File: config.mk
export PLATFORM = sky130hd
export DESIGN_NAME = id_hazard_scoreboard
export DESIGN_NICKNAME = d
export VERILOG_FILES = /design/src/rtl/id_hazard_scoreboard_pkg.sv /design/src/rtl/id_hazard_scoreboard_operand_sel.sv /design/src/rtl/id_hazard_scoreboard.sv
export SDC_FILE = /design/constraint.sdc
export NUM_CORES = 1
export LEC_CHECK = 0
export BUFFER_PORTS_ARGS = -buffer_cell sky130_fd_sc_hd__buf_2
export CORE_AREA = 2 2 248 250
export DETAILED_ROUTE_END_ITERATION = 8
export DIE_AREA = 0 0 250 252
export MAX_ROUTING_LAYER = met4
export PLACE_DENSITY = 0.5
export SLEW_MARGIN = 20
export SYNTH_ARGS = -nofsm -noshare
export SYNTH_HDL_FRONTEND = slang
export SYNTH_HIERARCHICAL = 1
export SYNTH_SLANG_ARGS = --single-unit
File: constraint.sdc
create_clock -name clock -period 4.8 [get_ports clock]
set_input_delay 0.48 -clock clock [delete_from_list [all_inputs] [get_ports clock]]
set_output_delay 0.48 -clock clock [all_outputs]
set_load 0.05 [all_outputs]
File: src/rtl/id_hazard_scoreboard_pkg.sv
// Shared types and helpers for the decode-stage operand select / hazard scoreboard.
// Forwarding source indices follow pipeline age: lower index is younger.
package id_hazard_scoreboard_pkg;

  typedef enum logic [2:0] {
    HZ_NONE,
    HZ_LU,
    HZ_RAW,
    HZ_WAW,
    HZ_FULL
  } hazard_e;

  localparam int unsigned FWD_EX  = 0;
  localparam int unsigned FWD_MEM = 1;
  localparam int unsigned FWD_WB  = 2;

  // Width needed to index n items; never narrower than one bit.
  function automatic int unsigned clog2_min1(input int unsigned n);
    return (n < 2) ? 1 : $clog2(n);
  endfunction

endpackage

File: src/rtl/id_hazard_scoreboard_operand_sel.sv
// Per-read-port operand mux: immediate, youngest forwarding hit, or regfile data.
// Also flags a load-use hazard when the selected forwarding source is not ready yet.
module operand_sel
  import id_hazard_scoreboard_pkg::*;
#(
  parameter int unsigned XLEN = 64,
  parameter int unsigned AW   = 5,
  parameter int unsigned NFWD = 3
) (
  input  logic                 rd_ena,
  input  logic [AW-1:0]        rd_addr,
  input  logic [XLEN-1:0]      rf_data,
  input  logic [XLEN-1:0]      imm,
  input  logic [NFWD-1:0]      fwd_ena,
  input  logic [NFWD*AW-1:0]   fwd_addr,
  input  logic [NFWD*XLEN-1:0] fwd_data,
  input  logic [NFWD-1:0]      fwd_rdy,
  output logic [XLEN-1:0]      opnd,
  output logic                 hz_lu,
  output logic                 hit
);

  // First hit in ascending order is the youngest; an older ready copy never
  // hides a younger producer whose data is still pending.
  always_comb begin
    opnd  = rf_data;
    hz_lu = 1'b0;
    hit   = 1'b0;
    if (!rd_ena) begin
      opnd = imm;
    end else if (rd_addr != '0) begin
      for (int unsigned j = FWD_EX; j < NFWD; j++) begin
        if (!hit && fwd_ena[j] && (fwd_addr[j*AW +: AW] == rd_addr)) begin
          hit   = 1'b1;
          opnd  = fwd_data[j*XLEN +: XLEN];
          hz_lu = ~fwd_rdy[j];
        end
      end
    end
  end

endmodule

File: src/rtl/id_hazard_scoreboard.sv
// Decode-stage operand selection, issue stall generation and busy-bit scoreboard
// for in-flight long-latency register writes.
module id_hazard_scoreboard
  import id_hazard_scoreboard_pkg::*;
#(
  parameter  int unsigned XLEN     = 64,
  parameter  int unsigned NREG     = 32,
  parameter  int unsigned NRD      = 2,
  parameter  int unsigned NFWD     = 3,
  parameter  int unsigned MAX_LONG = 4,
  parameter  int unsigned CNTW     = 32,
  localparam int unsigned AW       = clog2_min1(NREG),
  localparam int unsigned LCW      = clog2_min1(MAX_LONG + 1)
) (
  input  logic                 clock,
  input  logic                 reset,
  input  logic [NRD-1:0]       rd_ena,
  input  logic [NRD*AW-1:0]    rd_addr,
  input  logic [NRD*XLEN-1:0]  rf_data,
  input  logic [XLEN-1:0]      imm,
  input  logic [NFWD-1:0]      fwd_ena,
  input  logic [NFWD*AW-1:0]   fwd_addr,
  input  logic [NFWD*XLEN-1:0] fwd_data,
  input  logic [NFWD-1:0]      fwd_rdy,
  input  logic                 issue_valid,
  input  logic                 issue_wena,
  input  logic [AW-1:0]        issue_waddr,
  input  logic                 issue_long,
  input  logic                 flush,
  input  logic                 long_done,
  input  logic [AW-1:0]        long_done_addr,
  output logic [NRD*XLEN-1:0]  opnd,
  output logic                 stall,
  output logic [NREG-1:0]      busy,
  output logic [LCW-1:0]       long_cnt,
  output logic [CNTW-1:0]      stall_cnt
);

  logic [NRD-1:0]  port_lu;
  logic [NRD-1:0]  port_hit;
  logic [NRD-1:0]  port_raw;
  logic            hz_waw;
  logic            hz_full;
  logic            accept;
  logic            set_eff;
  logic            clr_eff;
  hazard_e         cause;
  logic [NREG-1:0] busy_nxt;
  logic [LCW-1:0]  long_cnt_nxt;

  for (genvar k = 0; k < NRD; k++) begin : g_port
    operand_sel #(
      .XLEN (XLEN),
      .AW   (AW),
      .NFWD (NFWD)
    ) u_operand_sel (
      .rd_ena   (rd_ena[k]),
      .rd_addr  (rd_addr[k*AW +: AW]),
      .rf_data  (rf_data[k*XLEN +: XLEN]),
      .imm      (imm),
      .fwd_ena  (fwd_ena),
      .fwd_addr (fwd_addr),
      .fwd_data (fwd_data),
      .fwd_rdy  (fwd_rdy),
      .opnd     (opnd[k*XLEN +: XLEN]),
      .hz_lu    (port_lu[k]),
      .hit      (port_hit[k])
    );

    // A forwarding hit means the producer is still in the pipe with its data,
    // so the scoreboard bit is not the authority for this port.
    assign port_raw[k] = rd_ena[k] & busy[rd_addr[k*AW +: AW]]
                       & (rd_addr[k*AW +: AW] != '0) & ~port_hit[k];
  end

  // Any write to a busy register waits, so write order is preserved.
  assign hz_waw  = issue_wena & busy[issue_waddr];
  assign hz_full = issue_long & issue_wena & (long_cnt == LCW'(MAX_LONG));

  always_comb begin
    cause = HZ_NONE;
    if (|port_lu)       cause = HZ_LU;
    else if (|port_raw) cause = HZ_RAW;
    else if (hz_waw)    cause = HZ_WAW;
    else if (hz_full)   cause = HZ_FULL;
  end

  assign stall   = issue_valid & ~flush & (cause != HZ_NONE);
  assign accept  = issue_valid & ~flush & ~stall;
  assign set_eff = accept & issue_long & issue_wena & (issue_waddr != '0);
  assign clr_eff = long_done & busy[long_done_addr] & (long_done_addr != '0);

  // Set is applied after clear so a same-register collision leaves the bit set.
  always_comb begin
    busy_nxt     = busy;
    long_cnt_nxt = long_cnt;
    if (clr_eff) busy_nxt[long_done_addr] = 1'b0;
    if (set_eff) busy_nxt[issue_waddr]    = 1'b1;
    case ({set_eff, clr_eff})
      2'b10:   long_cnt_nxt = long_cnt + LCW'(1);
      2'b01:   long_cnt_nxt = long_cnt - LCW'(1);
      default: long_cnt_nxt = long_cnt;
    endcase
  end

  always_ff @(posedge clock or posedge reset) begin
    if (reset) begin
      busy      <= '0;
      long_cnt  <= '0;
      stall_cnt <= '0;
    end else begin
      busy     <= busy_nxt;
      long_cnt <= long_cnt_nxt;
      if (stall && (stall_cnt != '1)) stall_cnt <= stall_cnt + CNTW'(1);
    end
  end

endmodule

==> impl_metrics.tcl <==
set metrics [dict create \
    num_rows 90 \
    drc 0 \
    p_per_area_nw_per_um2 214 \
    dr.pass1.iters 6 \
    leakagePower_nw 7.17 \
    ff2ff_setup_slack_ns 1.61 \
    drive_above_1_share_pct 37.8 \
    timing.rr.start "busy[17]$_DFF_PP0_" \
    slew_viol_final 0 \
    grt_pass1_vias 15100 \
    synth_top_cell_by_area "dfrtp_1" \
    fp.dieW_um 250 \
    setup_viol 0 \
    p_comb_share_pct 52.7 \
    period_minus_slack_ns 4.16 \
    synth_area_um2 11100 \
    synth.area.top_cells "dfrtp_1 15%, a311oi_1 8.0%, o31ai_1 7.6%, a211oi_1 7.4%, and3_1 6.6%" \
    period_share_pct 86.7 \
    post-cts-setup-buffers 0 \
    grt_util_met3_pct 5.23 \
    io_pins 630 \
    status "finished, final reports clean" \
    rsz0062_at_grt "false" \
    final_common_cell "buf_2" \
    postCtsHoldBufs 0 \
    post_cts_resize_count 0 \
    critPathMaxStageDelay_ns 0.48 \
    dp_hpwl_um 57200 \
    fin_area_um2 15400 \
    syn_area_per_cell_um2 7.67 \
    p_sw_mw 1.59 \
    critPathLaunchType "primary input" \
    internal-power_mw 1.70 \
    wire_per_inst_um 27.6 \
    reg2reg_to "busy[26]$_DFF_PP0_" \
    grt_pass1_wl_um 109000 \
    gr-max-usage-layer "met2" \
    netSwitchingFraction_pct 48.4 \
    fin_tns_setup_ns 0 \
    place.gp.congestion 0.963 \
    postPlaceCellArea_um2 14900 \
    tightest_slew_ns 1.08 \
    final_antenna_net_count 0 \
    synth_edf_count 0 \
    htreeDepth 3 \
    path_cells "buf_2 > xor2_1 > nor4_1 > and3_4 > nand2_1 > o311a_1 > a211oi_1 > o221ai_1 > nor4_4 > buf_4 > nor2_1 > buf_2" \
    required_ns 4.32 \
    synth-async-reset-ratio_pct 100 \
    clock_skew_ns 0.0121 \
    ys_ff_latch 67 \
    area_delta_synth_final_pct 38.4 \
    total_power_mw 3.29 \
    crit_type "primary input to output pin" \
    end_kind "output pin" \
    crit_top_cell "buf_2" \
    synth_nets 1886 \
    rr_worst_depth 7 \
    first_iter_violations 1883 \
    synthCells 1449 \
    yosysUniqueCellTypes 56 \
    drv_cap 0 \
    ys.warnings.count 6 \
    nets 2415 \
    via_per_inst 5.63 \
    cp.arrival_ns 3.68 \
    initial_core_util_pct 18.5 \
    grt_overflow_total 0 \
    final_cell_mix "626 x buf_2, 115 x nor2_1, 115 x and3_1, 113 x o31ai_1, 107 x a211oi_1" \
    grt_use_met1_pct 28.6 \
    cts_tree "done" \
    worstHoldPathType "primary input to async pin" \
    power_frac_seq_pct 21.2 \
    routed-via-count 15800 \
    max_freq_mhz 240 \
    die_h_um 252 \
    grt_usage_pct 23.7 \
    antenna_found_initial 43 \
    synth_seq_area_share_pct 15.1 \
    yosysTopAreaCellShare_pct 15.1 \
    clk_latency_ns 0.35 \
    synth_ff_type "dfrtp_1" \
    final_core_util_pct 25.6 \
    hold_viol 0 \
    cp.buffers_inverters 3 \
    power_frac_clock_pct 26.1 \
    crit_path_top_delay_cell "nor4_1" \
    core_region_area_um2 60100 \
    slew_headroom_pct 27.9 \
    cts_buffers 9 \
    root_buffer "clkbuf_16" \
    grt_max_degree 68 \
    clockBufferDepth 2 \
    vdd_drop_max_uv 228 \
    met2_usage_pct 38.1 \
    cp_max_fo 36 \
    clk_pin_slew_ns 0.05 \
    numClockSinks 67 \
    place.port_buffers 629 \
    wl_um 77400 \
    cpLargestDelayFamily "simple AND/OR/NAND/NOR gates" \
    dieArea_um2 63000 \
]
[metrics by stage]
step | setup WS [ns] | instances | hold WS, ns
2_1_floorplan | 0.933 | 1449 | 0.646
3_3_place_gp | 0.656 | 2749 | 0.469
3_5_place_dp | 0.641 | 2749 | 0.475
4_1_cts | 0.629 | 2765 | 0.431
5_1_grt | 0.463 | 2800 | 0.486
6_report | 0.637 | 2807 | 0.411
[worst max-delay path by stage]
stage	start	end	slack [ns]	depth (start not counted)
2_1_floorplan	rd_addr[3]	long_cnt[2]$_DFFE_PP0P_	0.93	18
3_3_place_gp	rd_addr[2]	stall	0.66	12
3_5_place_dp	rd_addr[2]	stall	0.64	12
4_1_cts	rd_addr[2]	stall	0.63	12
5_1_grt	rd_addr[3]	stall	0.46	12
6_report	rd_addr[2]	stall	0.64	12
[synthesized netlist by cell type, types with 7 or more instances]
library cell    n
and3_1        117
nor2_1        117
o31ai_1       113
a211oi_1      109
and2_1        109
nor2b_1       104
a311oi_1      102
clkbuf_1       81
dfrtp_1        67
o21ai_0        62
xor2_1         49
mux2i_1        46
buf_2          36
o22ai_1        31
nor3_1         25
nand2_1        24
a221oi_1       22
mux4_2         21
nand3_1        19
o21ai_1        17
buf_4          15
xnor2_1        15
nand4_1        13
buf_6          12
nor4_1         12
nand2b_1       11
nand3b_1       11
or3_1           8
inv_1           7
[layer usage]
| layer | up-vias | share of wire, % |
|---|---|---|
| met5 | - | 0 |
| met2 | 1112 | 47 |
| met1 | 7761 | 39 |
| li1 | 6737 | - |
| met4 | 0 | 4.2 |
| met3 | 184 | 9.4 |
[layout make-up]
type | instances | area, um2
clock buffers | 10 | 239
repair buffers | 668 | 3490
well taps | 782 | 978
flip-flops and latches | 67 | 1680
clock inverters | 6 | 136
diodes | 42 | 105
fillers | 6766 | 44800
inverters | 7 | 26.3
multi-input cells | 1225 | 8730
[state kept, by name, indices dropped and copies added, names as in the netlist]
| signal | cells |
|---|---|
| busy | 32 |
| long_cnt | 3 |
| stall_cnt | 32 |
[cells by family (layout without fill, tap and decap cells)]
| group | Yosys count | after routing | synth area share (%) |
|---|---|---|---|
| and+or+nand+nor | 609 | 609 | 32.0 |
| AOI/OAI and AO/OA | 477 | 477 | 31.5 |
| buffers and inverters | 157 | 691 | 7.03 |
| muxes | 72 | 72 | 8.91 |
| DFF | 67 | 67 | 15.1 |
| xor gates and xnor gates | 64 | 64 | 5.05 |
| adders and majority gates | 3 | 3 | 0.405 |
| other | 0 | 42 | 0 |
[power groups by stage]
stage               combinational [mW]  sequential (mW)  clock (mW)
floorplan                        0.930            0.834           0
global placement                  1.71            0.704           0
detailed placement                1.72            0.705           0
CTS                               1.72            0.695       0.872
global route                      1.81            0.702       0.898
finish                            1.73            0.696       0.859
[tightest hold or removal path, cell delays in order]
cell	delay, ns
buf_2	0.10
inv_2	0.03
buf_4	0.69
(Power assumes the default switching activity.)
